## src/rtl/fmdll_pkg.sv

```systemverilog
// Shared types and default sizing for the DLL delay-code controller.
package fmdll_pkg;

  localparam int CODE_W_DEF     = 6;
  localparam int SETTLE_DEF     = 2;
  localparam int LOCK_CNT_DEF   = 8;
  localparam int UNLOCK_CNT_DEF = 4;

  typedef enum logic [1:0] {
    IDLE  = 2'd0,
    SAR   = 2'd1,
    TRACK = 2'd2
  } dll_state_e;

  // Bits needed to hold the value n (at least one bit).
  function automatic int cnt_w(input int n);
    return (n < 1) ? 1 : $clog2(n + 1);
  endfunction

endpackage

```

## src/rtl/dll_settle_timer.sv

```systemverilog
// Settle timer: waits SETTLE cycles after each code change so the delay
// line and phase detector can settle; expired marks the decision cycle.
module dll_settle_timer
  import fmdll_pkg::*;
#(
  parameter int SETTLE = SETTLE_DEF
) (
  input  logic clk_in,
  input  logic rst_n,
  input  logic load,
  input  logic clear,
  output logic expired
);

  localparam int CW = cnt_w(SETTLE);

  logic [CW-1:0] r_cnt;

  // Clear wins over load; otherwise count down to zero and stay there.
  always_ff @(posedge clk_in or negedge rst_n) begin
    if (!rst_n)             r_cnt <= '0;
    else if (clear)         r_cnt <= '0;
    else if (load)          r_cnt <= CW'(SETTLE);
    else if (r_cnt != '0)   r_cnt <= r_cnt - 1'b1;
  end

  assign expired = (r_cnt == '0);

endmodule

```

## src/rtl/dll_delay_ctrl.sv

```systemverilog
// DLL delay-code controller: binary-search acquisition of the delay code,
// then +/-1 tracking with lock detection from decision alternation.
module dll_delay_ctrl
  import fmdll_pkg::*;
#(
  parameter int CODE_W     = CODE_W_DEF,
  parameter int SETTLE     = SETTLE_DEF,
  parameter int LOCK_CNT   = LOCK_CNT_DEF,
  parameter int UNLOCK_CNT = UNLOCK_CNT_DEF
) (
  input  logic              clk_in,
  input  logic              rst_n,
  input  logic              start,
  input  logic              up_dn,
  output logic [CODE_W-1:0] code,
  output logic              busy,
  output logic              locked
);

  localparam int BI_W = cnt_w(CODE_W - 1);
  localparam int LC_W = cnt_w(LOCK_CNT);
  localparam int UC_W = cnt_w(UNLOCK_CNT);
  localparam logic [CODE_W-1:0] CODE_ONE = CODE_W'(1);
  localparam logic [CODE_W-1:0] CODE_MSB = CODE_ONE << (CODE_W - 1);
  localparam logic [BI_W-1:0]   BIT_TOP  = BI_W'(CODE_W - 1);

  dll_state_e        r_state, w_state_nxt;
  logic [CODE_W-1:0] r_code;
  logic [BI_W-1:0]   r_bit;
  logic [LC_W-1:0]   r_alt, w_alt_nxt;
  logic [UC_W-1:0]   r_run, w_run_nxt;
  logic              r_locked;
  logic              r_prev_dir;
  logic              r_have_prev;

  logic              w_expired;
  logic              w_load;
  logic [CODE_W-1:0] w_cur_mask;
  logic [CODE_W-1:0] w_sar_code;

  // Reload on entering acquisition and after every decision (code may change).
  assign w_load = start && ((r_state == IDLE) || w_expired);

  dll_settle_timer #(.SETTLE(SETTLE)) u_settle (
    .clk_in  (clk_in),
    .rst_n   (rst_n),
    .load    (w_load),
    .clear   (!start),
    .expired (w_expired)
  );

  // SAR trial: keep or drop the bit under test, then raise the next lower one.
  assign w_cur_mask = CODE_ONE << r_bit;
  assign w_sar_code = (up_dn ? r_code : (r_code & ~w_cur_mask)) | (w_cur_mask >> 1);

  // Next state plus alternation/run counter updates for a tracking decision.
  always_comb begin
    w_state_nxt = r_state;
    w_alt_nxt   = r_alt;
    w_run_nxt   = r_run;
    if (!start) begin
      w_state_nxt = IDLE;
    end else begin
      case (r_state)
        IDLE:    w_state_nxt = SAR;
        SAR:     if (w_expired && (r_bit == '0)) w_state_nxt = TRACK;
        TRACK:   w_state_nxt = TRACK;
        default: w_state_nxt = IDLE;
      endcase
    end
    if (!r_have_prev) begin
      // First tracking decision has no predecessor to alternate against.
      w_alt_nxt = '0;
      w_run_nxt = UC_W'(1);
    end else if (up_dn != r_prev_dir) begin
      w_run_nxt = UC_W'(1);
      if (r_alt != LC_W'(LOCK_CNT)) w_alt_nxt = r_alt + 1'b1;
    end else begin
      w_alt_nxt = LC_W'(1);
      if (r_run != UC_W'(UNLOCK_CNT)) w_run_nxt = r_run + 1'b1;
    end
  end

  // State register.
  always_ff @(posedge clk_in or negedge rst_n) begin
    if (!rst_n) r_state <= IDLE;
    else        r_state <= w_state_nxt;
  end

  // Code, bit index, decision history and lock flag.
  always_ff @(posedge clk_in or negedge rst_n) begin
    if (!rst_n) begin
      r_code      <= '0;
      r_bit       <= BIT_TOP;
      r_alt       <= '0;
      r_run       <= '0;
      r_locked    <= 1'b0;
      r_prev_dir  <= 1'b0;
      r_have_prev <= 1'b0;
    end else if (!start) begin
      // Code is held so the delay line keeps its last setting while idle.
      r_bit       <= BIT_TOP;
      r_alt       <= '0;
      r_run       <= '0;
      r_locked    <= 1'b0;
      r_prev_dir  <= 1'b0;
      r_have_prev <= 1'b0;
    end else begin
      case (r_state)
        IDLE: begin
          r_code <= CODE_MSB;
          r_bit  <= BIT_TOP;
        end
        SAR: if (w_expired) begin
          r_code <= w_sar_code;
          if (r_bit != '0) r_bit <= r_bit - 1'b1;
        end
        TRACK: if (w_expired) begin
          if (up_dn) begin
            if (r_code != '1) r_code <= r_code + 1'b1;
          end else begin
            if (r_code != '0) r_code <= r_code - 1'b1;
          end
          r_alt       <= w_alt_nxt;
          r_run       <= w_run_nxt;
          r_prev_dir  <= up_dn;
          r_have_prev <= 1'b1;
          if (w_run_nxt == UC_W'(UNLOCK_CNT))     r_locked <= 1'b0;
          else if (w_alt_nxt == LC_W'(LOCK_CNT))  r_locked <= 1'b1;
        end
        default: ;
      endcase
    end
  end

  assign code   = r_code;
  assign busy   = (r_state == SAR);
  assign locked = r_locked;

endmodule

```

## config.mk

```make
export PLATFORM = sky130hd
export DESIGN_NAME = dll_delay_ctrl
export DESIGN_NICKNAME = d
export VERILOG_FILES = /design/src/rtl/fmdll_pkg.sv /design/src/rtl/dll_settle_timer.sv /design/src/rtl/dll_delay_ctrl.sv
export SDC_FILE = /design/constraint.sdc
export NUM_CORES = 1
export LEC_CHECK = 0
export CAP_MARGIN = 20
export CORE_ASPECT_RATIO = 0.6
export CORE_MARGIN = 4
export CORE_UTILIZATION = 25
export DETAILED_ROUTE_END_ITERATION = 7
export PLACE_DENSITY = 0.44
export SLEW_MARGIN = 20
export SYNTH_ARGS = -nofsm -noshare
export SYNTH_HDL_FRONTEND = slang
export SYNTH_SLANG_ARGS = --single-unit
```

## constraint.sdc

```tcl
create_clock -name clk_in -period 1.85 [get_ports clk_in]
set_input_delay 0.555 -clock clk_in [delete_from_list [all_inputs] [get_ports clk_in]]
set_output_delay 0.555 -clock clk_in [all_outputs]
set_load 0.005 [all_outputs]
```

==> impl_metrics.env, run 1 <==
export IMPL_run_status="complete, no violations"
export IMPL_switching_share=0.394
export IMPL_initial_utilization=0.257
export IMPL_multiplexer_share_of_the_synthesized_area=0.0114
export IMPL_cp_num_buf_inv=1
export IMPL_min_period_over_period=0.971
export IMPL_htreeDepth=1
export IMPL_post_route_min_period_ps=1800
export IMPL_power_frac_seq=0.290
export IMPL_clock_fmax_mhz=557
export IMPL_mostFrequentLayoutCell="sky130_fd_sc_hd__nand2_1"
export IMPL_gp_congestion=0.797
export IMPL_rows=24
export IMPL_fraction_of_synthesized_cell_area_in_xor_and_xnor_cells=0.0274
export IMPL_io_pins=12
export IMPL_vias=1607
export IMPL_cts_path_max_buffers=2
export IMPL_cp_data_arrival_time_ps=1240
export IMPL_diodes=0
export IMPL_cp_slowest_stage_delay_ps=530
export IMPL_tightestPinTransition_ps=411
export IMPL_filler_cells_inserted=774
export IMPL_cts_tree="done"
export IMPL_synth_compound_area_share=0.221
export IMPL_place_hpwl_um=3830
export IMPL_die_w_um=120
export IMPL_register_area_share_after_synthesis=0.309
export IMPL_max_cap_violations=0
export IMPL_largest_net_degree_at_the_start_of_global_routing=24
export IMPL_path_class="register to output port"
export IMPL_synth_enable_flop_cells=0
export IMPL_finalSetupViolCount=0
export IMPL_crit_path_top_delay_cell="sky130_fd_sc_hd__clkdlybuf4s50_1"
export IMPL_most_common_layout_cells="sky130_fd_sc_hd__nand2_1 (28), sky130_fd_sc_hd__buf_4 (27), sky130_fd_sc_hd__inv_1 (17)"
export IMPL_chipHeight_um=75.0
export IMPL_clock_root_buffer="sky130_fd_sc_hd__clkbuf_16"
export IMPL_post_synthesis_share_of_cell_area_spent_on_and_or_nand_and_nor_gates=0.233
export IMPL_power_density_normalized_to_cell_area_nw_per_um2=1050
export IMPL_post_route_cells_drive_above_1_share=0.248
export IMPL_p_int_mw=1.55
export IMPL_port_buffer_count=11
export IMPL_yosys_area_share_adder=0.138
export IMPL_power_ir_vdd_worst_uv=396
export IMPL_power_share_combinational=0.520
export IMPL_hold_path_class="register to register"
export IMPL_netSwitchingPower_mw=1.01
export IMPL_detail_route_first_pass_iterations=4
export IMPL_crit_path_cell_trace="clkdlybuf4s50_1"
export IMPL_floorplan_die_area_um2=8970
export IMPL_cts_clk_slew_worst_paths_ps=70
export IMPL_synth_flop_cell="sky130_fd_sc_hd__dfrtp_1"
export IMPL_share_of_flip_flops_with_an_asynchronous_set_or_reset=1.00
export IMPL_worst_slew_margin_rel=0.724
export IMPL_post_route_skew_ps=4.92
export IMPL_worstSkewPairLatency_ps=260
export IMPL_leakage_nw=1.03
export IMPL_mappedNetlistNets=233
export IMPL_clock_power_share=0.190
export IMPL_critical_path_top_delay_family="buffers and inverters"
export IMPL_post_route_worst_setup_slack_ps=54.3
export IMPL_nNetsFinal=267
export IMPL_setup_repair_after_global_routing_missed_its_margin="false"
export IMPL_synth_cell_type_count=55
export IMPL_synth_ff_latch_count=23
export IMPL_timing_hold_violations_final=0
export IMPL_cts_num_sinks=23
export IMPL_dp_slack_ps=-637
export IMPL_final_instance_count_excl_fill=346
export IMPL_drc=0
export IMPL_utilization=0.335
export IMPL_finalMaxSlewViolations=0
export IMPL_total_congestion_overflow=0
export IMPL_detail_route_iter0_violations=82
export IMPL_antenna_left=0
export IMPL_timing_critical_path_fanout_max=5
export IMPL_totalNegativeSetupSlack_ps=0
export IMPL_global_route_wire_length_before_repair_um=8600
export IMPL_area_growth_synth_to_final_pct=30.2
export IMPL_via_per_inst=4.64
export IMPL_startpoint_type="register"
export IMPL_netlist_area_um2=1870
export IMPL_synth_top_family_by_area="simple AND/OR/NAND/NOR gates"
export IMPL_number_of_instances_in_the_synthesized_netlist=209
export IMPL_total_wirelength_um=4910
export IMPL_cts_buffers=3
export IMPL_syn_mean_instance_area_um2=8.94
export IMPL_vias_in_the_first_global_route=1600
export IMPL_worst_ep_required_time_ps=1290
export IMPL_route_detailed_wl_per_inst_um=14.2
export IMPL_grt_usage=0.121
export IMPL_end_kind="output port"
export IMPL_grt_antenna_before_repair=0
export IMPL_dp_cells=341
export IMPL_holdBufCountCts=0
export IMPL_total_number_of_yosys_warnings=0
export IMPL_core_um2=7270
registers in the layout (all words and copies together), names as in the netlist:
name            cells
u_settle.r_cnt      2
code                6
r_alt               4
r_run               3
r_have_prev         1
r_bit               3
locked              1
r_state             2
r_prev_dir          1
per-stage QoR:
| step | hold WS, ps | total power, mW | cell area, µm² |
|---|---|---|---|
| 3_5_place_dp | 520 | 2.02 | 2310 |
| 2_1_floorplan | 259 | 1.46 | 1940 |
| 5_1_grt | 553 | 2.78 | 2430 |
| 4_1_cts | 531 | 2.54 | 2410 |
| 3_3_place_gp | 505 | 2.03 | 2310 |
| 6_report | 521 | 2.56 | 2430 |
Yosys cell counts, types with 4 or more instances:
cell | instances | area [µm²]
sky130_fd_sc_hd__clkbuf_1 | 4 | 15.0
sky130_fd_sc_hd__a21oi_1 | 8 | 40.0
sky130_fd_sc_hd__o22ai_1 | 4 | 25.0
sky130_fd_sc_hd__nand2_1 | 28 | 105
sky130_fd_sc_hd__dfrtp_1 | 21 | 526
sky130_fd_sc_hd__and3_1 | 5 | 31.3
sky130_fd_sc_hd__nor3b_1 | 4 | 30.0
sky130_fd_sc_hd__a21boi_0 | 6 | 45.0
sky130_fd_sc_hd__o21ai_0 | 8 | 40.0
sky130_fd_sc_hd__inv_1 | 19 | 71.3
sky130_fd_sc_hd__nor2_1 | 5 | 18.8
sky130_fd_sc_hd__or3_1 | 4 | 25.0
sky130_fd_sc_hd__nor2b_1 | 6 | 37.5
sky130_fd_sc_hd__nand3_1 | 7 | 35.0
sky130_fd_sc_hd__ha_1 | 19 | 238
path summary, 6_finish.rpt:
check | slack, ps | to | depth (start not counted) | start
worst max-delay path | 50 | code[2] | 1 | code[2]$_DFFE_PN0P_
worst min-delay path | 520 | locked$_DFFE_PN0P_ | 2 | locked$_DFFE_PN0P_
min in group asynchronous | 660 | code[2]$_DFFE_PN0P_ | 2 | rst_n
worst min register to register | 520 | locked$_DFFE_PN0P_ | 2 | locked$_DFFE_PN0P_
worst max register to register | 120 | code[4]$_DFFE_PN0P_ | 5 | code[1]$_DFFE_PN0P_
max in group asynchronous | 900 | r_bit[0]$_DFFE_PN1P_ | 2 | rst_n
worst register-to-register path: cells and delay by family (launching register included):
| kind | cells | cell delay, ps |
|---|---|---|
| adders and majority gates | 1 | 370 |
| AOI/OAI and AO/OA | 2 | 300 |
| DFF | 1 | 470 |
| and+or+nand+nor | 2 | 480 |
kinds of logic (layout without fill, tap and decap cells):
group,count (synthesis),in the layout
AND/OR/NAND/NOR,78,78
AO/OA/AOI/OAI,54,54
buffers and inverters,27,60
flip-flops,23,23
adder cells (fa/ha/maj),20,20
XOR/XNOR,5,5
multiplexers,2,2
power by group through the flow:
stage          combinational (mW)  sequential, mW  clock (mW)
6_report                     1.33           0.743       0.486
5_1_grt                      1.48           0.768       0.527
2_1_floorplan               0.750           0.714           0
4_1_cts                      1.29           0.748       0.508
3_3_place_gp                 1.29           0.745           0
3_5_place_dp                 1.27           0.744           0
final cells by class:
type | instances | area [µm²] | area share
Multi-Input combinational cell | 159 | 1260 | 0.516
Clock inverter | 1 | 5.00 | 0.00206
Clock buffer | 3 | 75.1 | 0.0308
Sequential cell | 23 | 587 | 0.241
Timing Repair Buffer | 37 | 302 | 0.124
Inverter | 19 | 78.8 | 0.0324
Tap cell | 104 | 130 | 0.0535
metal layers:
metal,track usage,wire (µm),vias to the layer above
met5,0,0,-
met4,0.0266,43,0
met3,0.0285,258,4
met2,0.159,1760,34
met1,0.194,2850,744
li1,-,-,825
timing repair:
action,in CTS,in global routing
pin swaps,0,3
cloned,0,0
buffers inserted,0,1
gates resized for setup,12,8
endpoints found under the setup margin,19,11
(Power assumes the default switching activity.)
==> inputs of run 2 (changes only) <==
--- a/config.mk
+++ b/config.mk
@@ -11,7 +11,10 @@
 export CORE_UTILIZATION = 25
 export DETAILED_ROUTE_END_ITERATION = 7
 export PLACE_DENSITY = 0.44
+export REMOVE_ABC_BUFFERS = 1
+export SKIP_LAST_GASP = 1
 export SLEW_MARGIN = 20
 export SYNTH_ARGS = -nofsm -noshare
 export SYNTH_HDL_FRONTEND = slang
+export SYNTH_HIERARCHICAL = 1
 export SYNTH_SLANG_ARGS = --single-unit
==> run 2 against run 1 <==
  * The flow now finishes with violations (negative setup slack)
  * Critical path type is now register to register
  * First-iteration DRC count increased by 70%
  * Worst setup slack got worse by 94 ps
  * Sequential cell count unchanged
  * Critical path depth increased by 6
  * Fmax decreased by 5.0%
  * Largest cell class unchanged
  * Power increased by 10%
  * Via count increased by 6.2%
  * Area after synthesis decreased by 3.9%
  * Clock power decreased by 2%
  * Synthesized cell count decreased by 1.9%
  * Combinational power increased by 23%
  * Die area decreased by 3.6%
==> impl_metrics.env, run 2 <==
export IMPL_timing_reg2reg_setup_slack_ps=-40
export IMPL_yosys_area_top_type_share=0.292
export IMPL_finalMaxSlewViolations=0
export IMPL_synth_enable_flop_cells=0
export IMPL_synth_commonest_cells="sky130_fd_sc_hd__nand2_1 (22), sky130_fd_sc_hd__dfrtp_1 (21), sky130_fd_sc_hd__ha_1 (19), sky130_fd_sc_hd__inv_1 (19), sky130_fd_sc_hd__a21oi_1 (12)"
export IMPL_via_per_inst=4.97
export IMPL_hold_path_startpoint="r_run[1]$_DFFE_PN0P_"
export IMPL_core_um2=6820
export IMPL_share_of_flip_flops_with_an_asynchronous_set_or_reset=1.00
export IMPL_total_congestion_overflow=0
export IMPL_cts_path_max_buffers=2
export IMPL_detail_route_iter0_violations=139
export IMPL_switching_share=0.392
export IMPL_end_kind="register"
export IMPL_run_status="finished with violations"
export IMPL_power_frac_seq=0.250
export IMPL_diodes=0
export IMPL_netlist_area_um2=1800
export IMPL_mostFrequentLayoutCell="sky130_fd_sc_hd__buf_4"
export IMPL_ys_top_cells_by_area="sky130_fd_sc_hd__dfrtp_1 (29%), sky130_fd_sc_hd__ha_1 (13%), sky130_fd_sc_hd__nand2_1 (4.6%), sky130_fd_sc_hd__inv_1 (4.0%), sky130_fd_sc_hd__a21oi_1 (3.3%)"
export IMPL_post_layout_total_power_mw=2.82
export IMPL_crit_path_cell_trace="buf_4, buf_4, ha_1, nor2b_1, o221a_2, nand3_1, o21ai_0"
export IMPL_cts_tree="done"
export IMPL_power_density_normalized_to_cell_area_nw_per_um2=1130
export IMPL_synth_ff_latch_count=23
export IMPL_number_of_instances_in_the_synthesized_netlist=205
export IMPL_most_common_layout_cells="sky130_fd_sc_hd__buf_4 (40), sky130_fd_sc_hd__nand2_1 (22), sky130_fd_sc_hd__dfrtp_1 (20)"
export IMPL_cp_num_buf_inv=2
export IMPL_grt_antenna_before_repair=0
export IMPL_post_route_skew_ps=4.70
export IMPL_dp_cells=328
export IMPL_cp_slowest_stage_delay_ps=400
export IMPL_cts_clk_slew_worst_paths_ps=60
export IMPL_post_synth_top_area_cell="sky130_fd_sc_hd__dfrtp_1"
export IMPL_detail_route_first_pass_iterations=4
export IMPL_synth_flop_cell="sky130_fd_sc_hd__dfrtp_1"
export IMPL_startpoint_type="register"
export IMPL_worstReg2RegStart="r_state[1]$_DFFE_PN0P_"
export IMPL_clock_fmax_mhz=529
export IMPL_route_detailed_wl_per_inst_um=15.1
export IMPL_worst_ep_required_time_ps=2020
export IMPL_cp_data_arrival_time_ps=2060
export IMPL_largest_net_degree_at_the_start_of_global_routing=24
export IMPL_grt_usage=0.120
export IMPL_synth_cell_type_count=50
export IMPL_post_route_worst_setup_slack_ps=-40.0
export IMPL_tightestPinTransition_ps=384
export IMPL_total_number_of_yosys_warnings=6
export IMPL_syn_mean_instance_area_um2=8.76
export IMPL_area_growth_synth_to_final_pct=38.9
export IMPL_place_hpwl_um=3710
export IMPL_violations="negative setup slack"
export IMPL_gp_congestion=0.751
export IMPL_global_route_wire_length_before_repair_um=8300
export IMPL_cts_num_sinks=23
export IMPL_antenna_left=0
export IMPL_path_class="register to register"
export IMPL_chipHeight_um=73.7
export IMPL_cts_buffers=3
export IMPL_hold_path_class="register to register"
export IMPL_nNetsFinal=281
export IMPL_initial_utilization=0.263
export IMPL_critical_path_startpoint="r_state[1]$_DFFE_PN0P_"
export IMPL_layout_cell_area_non_filler_um2=2490
export IMPL_min_period_over_period=1.02
export IMPL_max_cap_violations=0
export IMPL_post_route_cells_drive_above_1_share=0.273
export IMPL_worstSkewPairLatency_ps=260
export IMPL_totalNegativeSetupSlack_ps=-77.6
export IMPL_total_wirelength_um=5190
export IMPL_vias=1706
export IMPL_dp_slack_ps=-765
export IMPL_timing_critical_path_fanout_max=5
export IMPL_power_ir_vdd_worst_uv=423
export IMPL_die_w_um=117
export IMPL_clock_root_buffer="sky130_fd_sc_hd__clkbuf_16"
export IMPL_setup_repair_after_global_routing_missed_its_margin="true"
export IMPL_p_int_mw=1.72
export IMPL_io_pins=12
export IMPL_cpMostUsedCell="sky130_fd_sc_hd__buf_4"
export IMPL_holdBufCountCts=0
export IMPL_netSwitchingPower_mw=1.11
export IMPL_final_instance_count_excl_fill=343
export IMPL_largest_register_ffs=6
export IMPL_drc=0
export IMPL_port_buffer_count=11
export IMPL_clock_power_share=0.168
export IMPL_synth_most_common_cell="sky130_fd_sc_hd__nand2_1"
export IMPL_critical_path_top_delay_family="compound AO/OA/AOI/OAI gates"
export IMPL_rows=23
export IMPL_crit_path_top_delay_cell="sky130_fd_sc_hd__dfrtp_1"
export IMPL_floorplan_die_area_um2=8650
export IMPL_postPlaceCellArea_um2=2230
export IMPL_power_share_combinational=0.582
export IMPL_htreeDepth=1
export IMPL_vias_in_the_first_global_route=1588
export IMPL_leakage_nw=1.13
export IMPL_worst_slew_margin_rel=0.744
export IMPL_register_area_share_after_synthesis=0.322
export IMPL_post_route_min_period_ps=1890
export IMPL_finalSetupViolCount=3
export IMPL_timing_hold_violations_final=0
==> run 2: cell types whose count changed after synthesis, sizes merged, moves of 2 or more <==
cell    previous run  this run
o41ai              2         0
buf                4         1
nand3              7         5
a31oi              1         3
clkbuf             4         6
and3               5         3
o21ba              0         2
a211oi             0         4
a21boi             8         2
nand2             28        22
xor2               2         5
a21oi              8        12
==> run 2: per-layer routing <==
metal,part of all wire,track usage,up-vias
li1,-,-,848
met1,0.56,0.189,822
met2,0.41,0.169,34
met3,0.029,0.0231,2
met4,0.0064,0.0247,0
met5,0,0,-
==> run 2: per-stage QoR <==
stage                util  hold slack, ps
global placement    0.327             534
CTS                 0.353             562
detailed placement  0.327             527
finish              0.366             553
global route        0.366             594
floorplan               -             259
==> run 2: logic make-up after synthesis <==
family,Yosys count,synth area share
AOI/OAI and AO/OA,56,0.217
xor gates and xnor gates,7,0.0341
adders and majority gates,20,0.143
buffers and inverters,26,0.0543
DFF,23,0.322
muxes,3,0.0174
and+or+nand+nor,70,0.212
==> run 2: worst register-to-register path, cell delays in order (launching register included) <==
cell,delay (ps)
sky130_fd_sc_hd__dfrtp_1,400
sky130_fd_sc_hd__buf_4,150
sky130_fd_sc_hd__buf_4,120
sky130_fd_sc_hd__ha_1,180
sky130_fd_sc_hd__nor2b_1,210
sky130_fd_sc_hd__o221a_2,300
sky130_fd_sc_hd__nand3_1,210
sky130_fd_sc_hd__o21ai_0,240
==> run 2: repair_timing <==
| item | 4_1_cts | 5_1_grt |
|---|---|---|
| endpoints found under the hold margin | 0 | 0 |
| pin swaps | 4 | 4 |
| setup buffers | 5 | 7 |
| setup endpoints to repair | 14 | 17 |
| gates cloned | 0 | 0 |
| gates resized for setup | 16 | 12 |
==> run 2: cell type report <==
class	count	area, µm²
inverter	19	76.3
fill	687	4330
sequential	23	579
timing repair buffer	54	439
tap	87	109
clock buffer	3	75.1
multi-input combinational	156	1210
clock inverter	1	5.00
==> run 2: path summary, 6_finish.rpt <==
path | to | cells after the start
max in group asynchronous | r_bit[0]$_DFFE_PN1P_ | 2
setup / recovery | code[3]$_DFFE_PN0P_ | 7
hold reg to reg | r_run[1]$_DFFE_PN0P_ | 2
min in group asynchronous | r_alt[3]$_DFFE_PN0P_ | 2
setup reg to reg | code[3]$_DFFE_PN0P_ | 7
hold / removal | r_run[1]$_DFFE_PN0P_ | 2
==> run 2: power by group through the flow <==
stage | Combinational [mW] | Clock, mW | Sequential (mW)
floorplan | 0.738 | 0 | 0.726
global placement | 1.42 | 0 | 0.727
detailed placement | 1.40 | 0 | 0.724
CTS | 1.50 | 0.494 | 0.713
global route | 1.80 | 0.520 | 0.717
finish | 1.64 | 0.474 | 0.707
==> inputs of run 3 (changes only) <==
==> constraint.sdc (replaced) <==
create_clock -name clk_in -period 1.9 [get_ports clk_in]
set_input_delay 0.57 -clock clk_in [delete_from_list [all_inputs] [get_ports clk_in]]
set_output_delay 0.57 -clock clk_in [all_outputs]
set_load 0.005 [all_outputs]
==> run 3 against run 2 <==
  * The flow now finishes without violations
  * Power shrank 3.4%
  * Sequential share of layout area grew 0.47 points
  * Register-to-register slack gained 100 ps
  * Routed wire length shrank 1.3%
  * Sequential cell count is the same
  * Cell count shrank 1.7%
  * Largest cell class unchanged
  * Utilization shrank 0.50 points
==> impl_metrics.env, run 3 (same netlist as run 2, synthesis figures left out) <==
export IMPL_worst_ep_required_time_ps=1330
export IMPL_htreeDepth=1
export IMPL_hold_path_startpoint="r_state[0]$_DFFE_PN0P_"
export IMPL_cts_buffers=3
export IMPL_post_route_skew_ps=1.93
export IMPL_port_buffer_count=11
export IMPL_worst_slew_margin_rel=0.746
export IMPL_core_um2=6820
export IMPL_setup_repair_after_global_routing_missed_its_margin="true"
export IMPL_via_per_inst=4.85
export IMPL_post_layout_total_power_mw=2.73
export IMPL_drc=0
export IMPL_initial_utilization=0.263
export IMPL_timing_hold_violations_final=0
export IMPL_worst_r2r_cell_count=4
export IMPL_worstReg2RegStart="r_alt[1]$_DFFE_PN0P_"
export IMPL_detail_route_first_pass_iterations=4
export IMPL_detail_route_iter0_violations=134
export IMPL_total_wirelength_um=5120
export IMPL_cts_clk_slew_worst_paths_ps=70
export IMPL_floorplan_die_area_um2=8650
export IMPL_power_frac_seq=0.255
export IMPL_path_class="register to output port"
export IMPL_leakage_nw=1.08
export IMPL_die_w_um=117
export IMPL_post_route_cells_drive_above_1_share=0.272
export IMPL_cp_data_arrival_time_ps=1300
export IMPL_power_ir_vdd_worst_uv=397
export IMPL_most_common_layout_cells="sky130_fd_sc_hd__buf_4 (35), sky130_fd_sc_hd__nand2_1 (22), sky130_fd_sc_hd__inv_1 (17), sky130_fd_sc_hd__dfrtp_1 (17), sky130_fd_sc_hd__ha_1 (15)"
export IMPL_power_share_combinational=0.570
export IMPL_postPlaceCellArea_um2=2230
export IMPL_finalMaxSlewViolations=0
export IMPL_diodes=0
export IMPL_power_density_normalized_to_cell_area_nw_per_um2=1110
export IMPL_clock_fmax_mhz=536
export IMPL_nNetsFinal=275
export IMPL_holdBufCountCts=0
export IMPL_vias=1634
export IMPL_hold_path_cell_count=2
export IMPL_post_route_min_period_ps=1870
export IMPL_cts_path_max_buffers=2
export IMPL_netSwitchingPower_mw=1.09
export IMPL_worstSkewPairLatency_ps=260
export IMPL_min_period_over_period=0.983
export IMPL_startpoint_type="register"
export IMPL_timing_hold_worst_endpoint="r_state[0]$_DFFE_PN0P_"
export IMPL_p_int_mw=1.64
export IMPL_largest_net_degree_at_the_start_of_global_routing=24
export IMPL_cts_num_sinks=23
export IMPL_chipHeight_um=73.7
export IMPL_largest_register_ffs=6
export IMPL_mostFrequentLayoutCell="sky130_fd_sc_hd__buf_4"
export IMPL_io_pins=12
export IMPL_area_growth_synth_to_final_pct=37.0
export IMPL_clock_power_share=0.175
export IMPL_tightestPinTransition_ps=378
export IMPL_cts_tree="done"
export IMPL_vias_in_the_first_global_route=1661
export IMPL_grt_usage=0.127
export IMPL_clock_root_buffer="sky130_fd_sc_hd__clkbuf_16"
export IMPL_layout_cell_area_non_filler_um2=2460
export IMPL_switching_share=0.398
export IMPL_run_status="complete, no violations"
export IMPL_antenna_left=0
export IMPL_grt_antenna_before_repair=0
export IMPL_rows=23
export IMPL_end_kind="output port"
export IMPL_route_detailed_wl_per_inst_um=15.2
export IMPL_place_hpwl_um=3840
export IMPL_gp_congestion=0.796
export IMPL_timing_critical_path_fanout_max=6
export IMPL_global_route_wire_length_before_repair_um=8760
export IMPL_total_congestion_overflow=0
export IMPL_regToRegEndpoint="locked$_DFFE_PN0P_"
export IMPL_finalSetupViolCount=0
export IMPL_max_cap_violations=0
export IMPL_hold_worst_slack_ps=527
export IMPL_hold_path_class="register to register"
export IMPL_timing_reg2reg_setup_slack_ps=60
[run 3: cell types whose count changed in the layout (fill, tap and decap cells not counted), sizes merged]
cell,previous run,this run
buf,44,37
clkbuf,3,4
clkdlybuf4s50,7,8
dlymetal6s2s,1,0
[run 3: worst max path at each step]
stage,slack [ps],to,cells after the start,startpoint
floorplan,-50,code[4]$_DFFE_PN0P_,6,up_dn
global placement,-680,code[5]$_DFFE_PN0P_,7,up_dn
detailed placement,-740,code[5]$_DFFE_PN0P_,7,up_dn
CTS,-8,code[0],2,code[0]$_DFFE_PN0P_
global route,-20,code[1]$_DFFE_PN0P_,8,r_state[0]$_DFFE_PN0P_
finish,30,code[0],2,code[0]$_DFFE_PN0P_
[run 3: worst max-delay path, stage by stage (launching register included)]
cell                              delay (ps)
sky130_fd_sc_hd__dfrtp_1                 360
sky130_fd_sc_hd__buf_4                   170
sky130_fd_sc_hd__clkdlybuf4s50_1         510
[run 3: per-layer routing]
metal,global-route usage,vias up,part of all wire
met5,0,-,0
met4,0.0195,0,0.0078
met3,0.0231,4,0.041
met2,0.183,30,0.38
met1,0.200,761,0.57
li1,-,839,-
[run 3: cell type report]
| class | count | area, µm² |
|---|---|---|
| clock buffers | 3 | 75.1 |
| clock inverters | 1 | 5.00 |
| fillers | 691 | 4360 |
| inverters | 19 | 73.8 |
| multi-input cells | 156 | 1230 |
| flip-flops and latches | 23 | 583 |
| well taps | 87 | 109 |
| repair buffers | 48 | 388 |
[run 3: metrics by stage]
step,std cells,utilization,TNS [ps],setup WS [ps]
2_1_floorplan,198,-,-88.4,-53.6
3_3_place_gp,328,0.327,-4750,-679
3_5_place_dp,328,0.327,-4980,-738
4_1_cts,334,0.352,-9.42,-7.71
5_1_grt,337,0.361,-45.5,-23.8
6_report,337,0.361,0,32.8
[run 3: power by group through the flow]
stage	clock, mW	combinational, mW	sequential [mW]
floorplan	0	0.719	0.707
global placement	0	1.38	0.712
detailed placement	0	1.37	0.706
CTS	0.495	1.47	0.698
global route	0.516	1.73	0.709
finish	0.476	1.55	0.696
[run 3: timing repair]
item	in CTS	in global routing
setup buffers	2	3
cloned	0	0
gates resized for setup	18	12
pin swaps	3	7
endpoints found under the setup margin	9	12
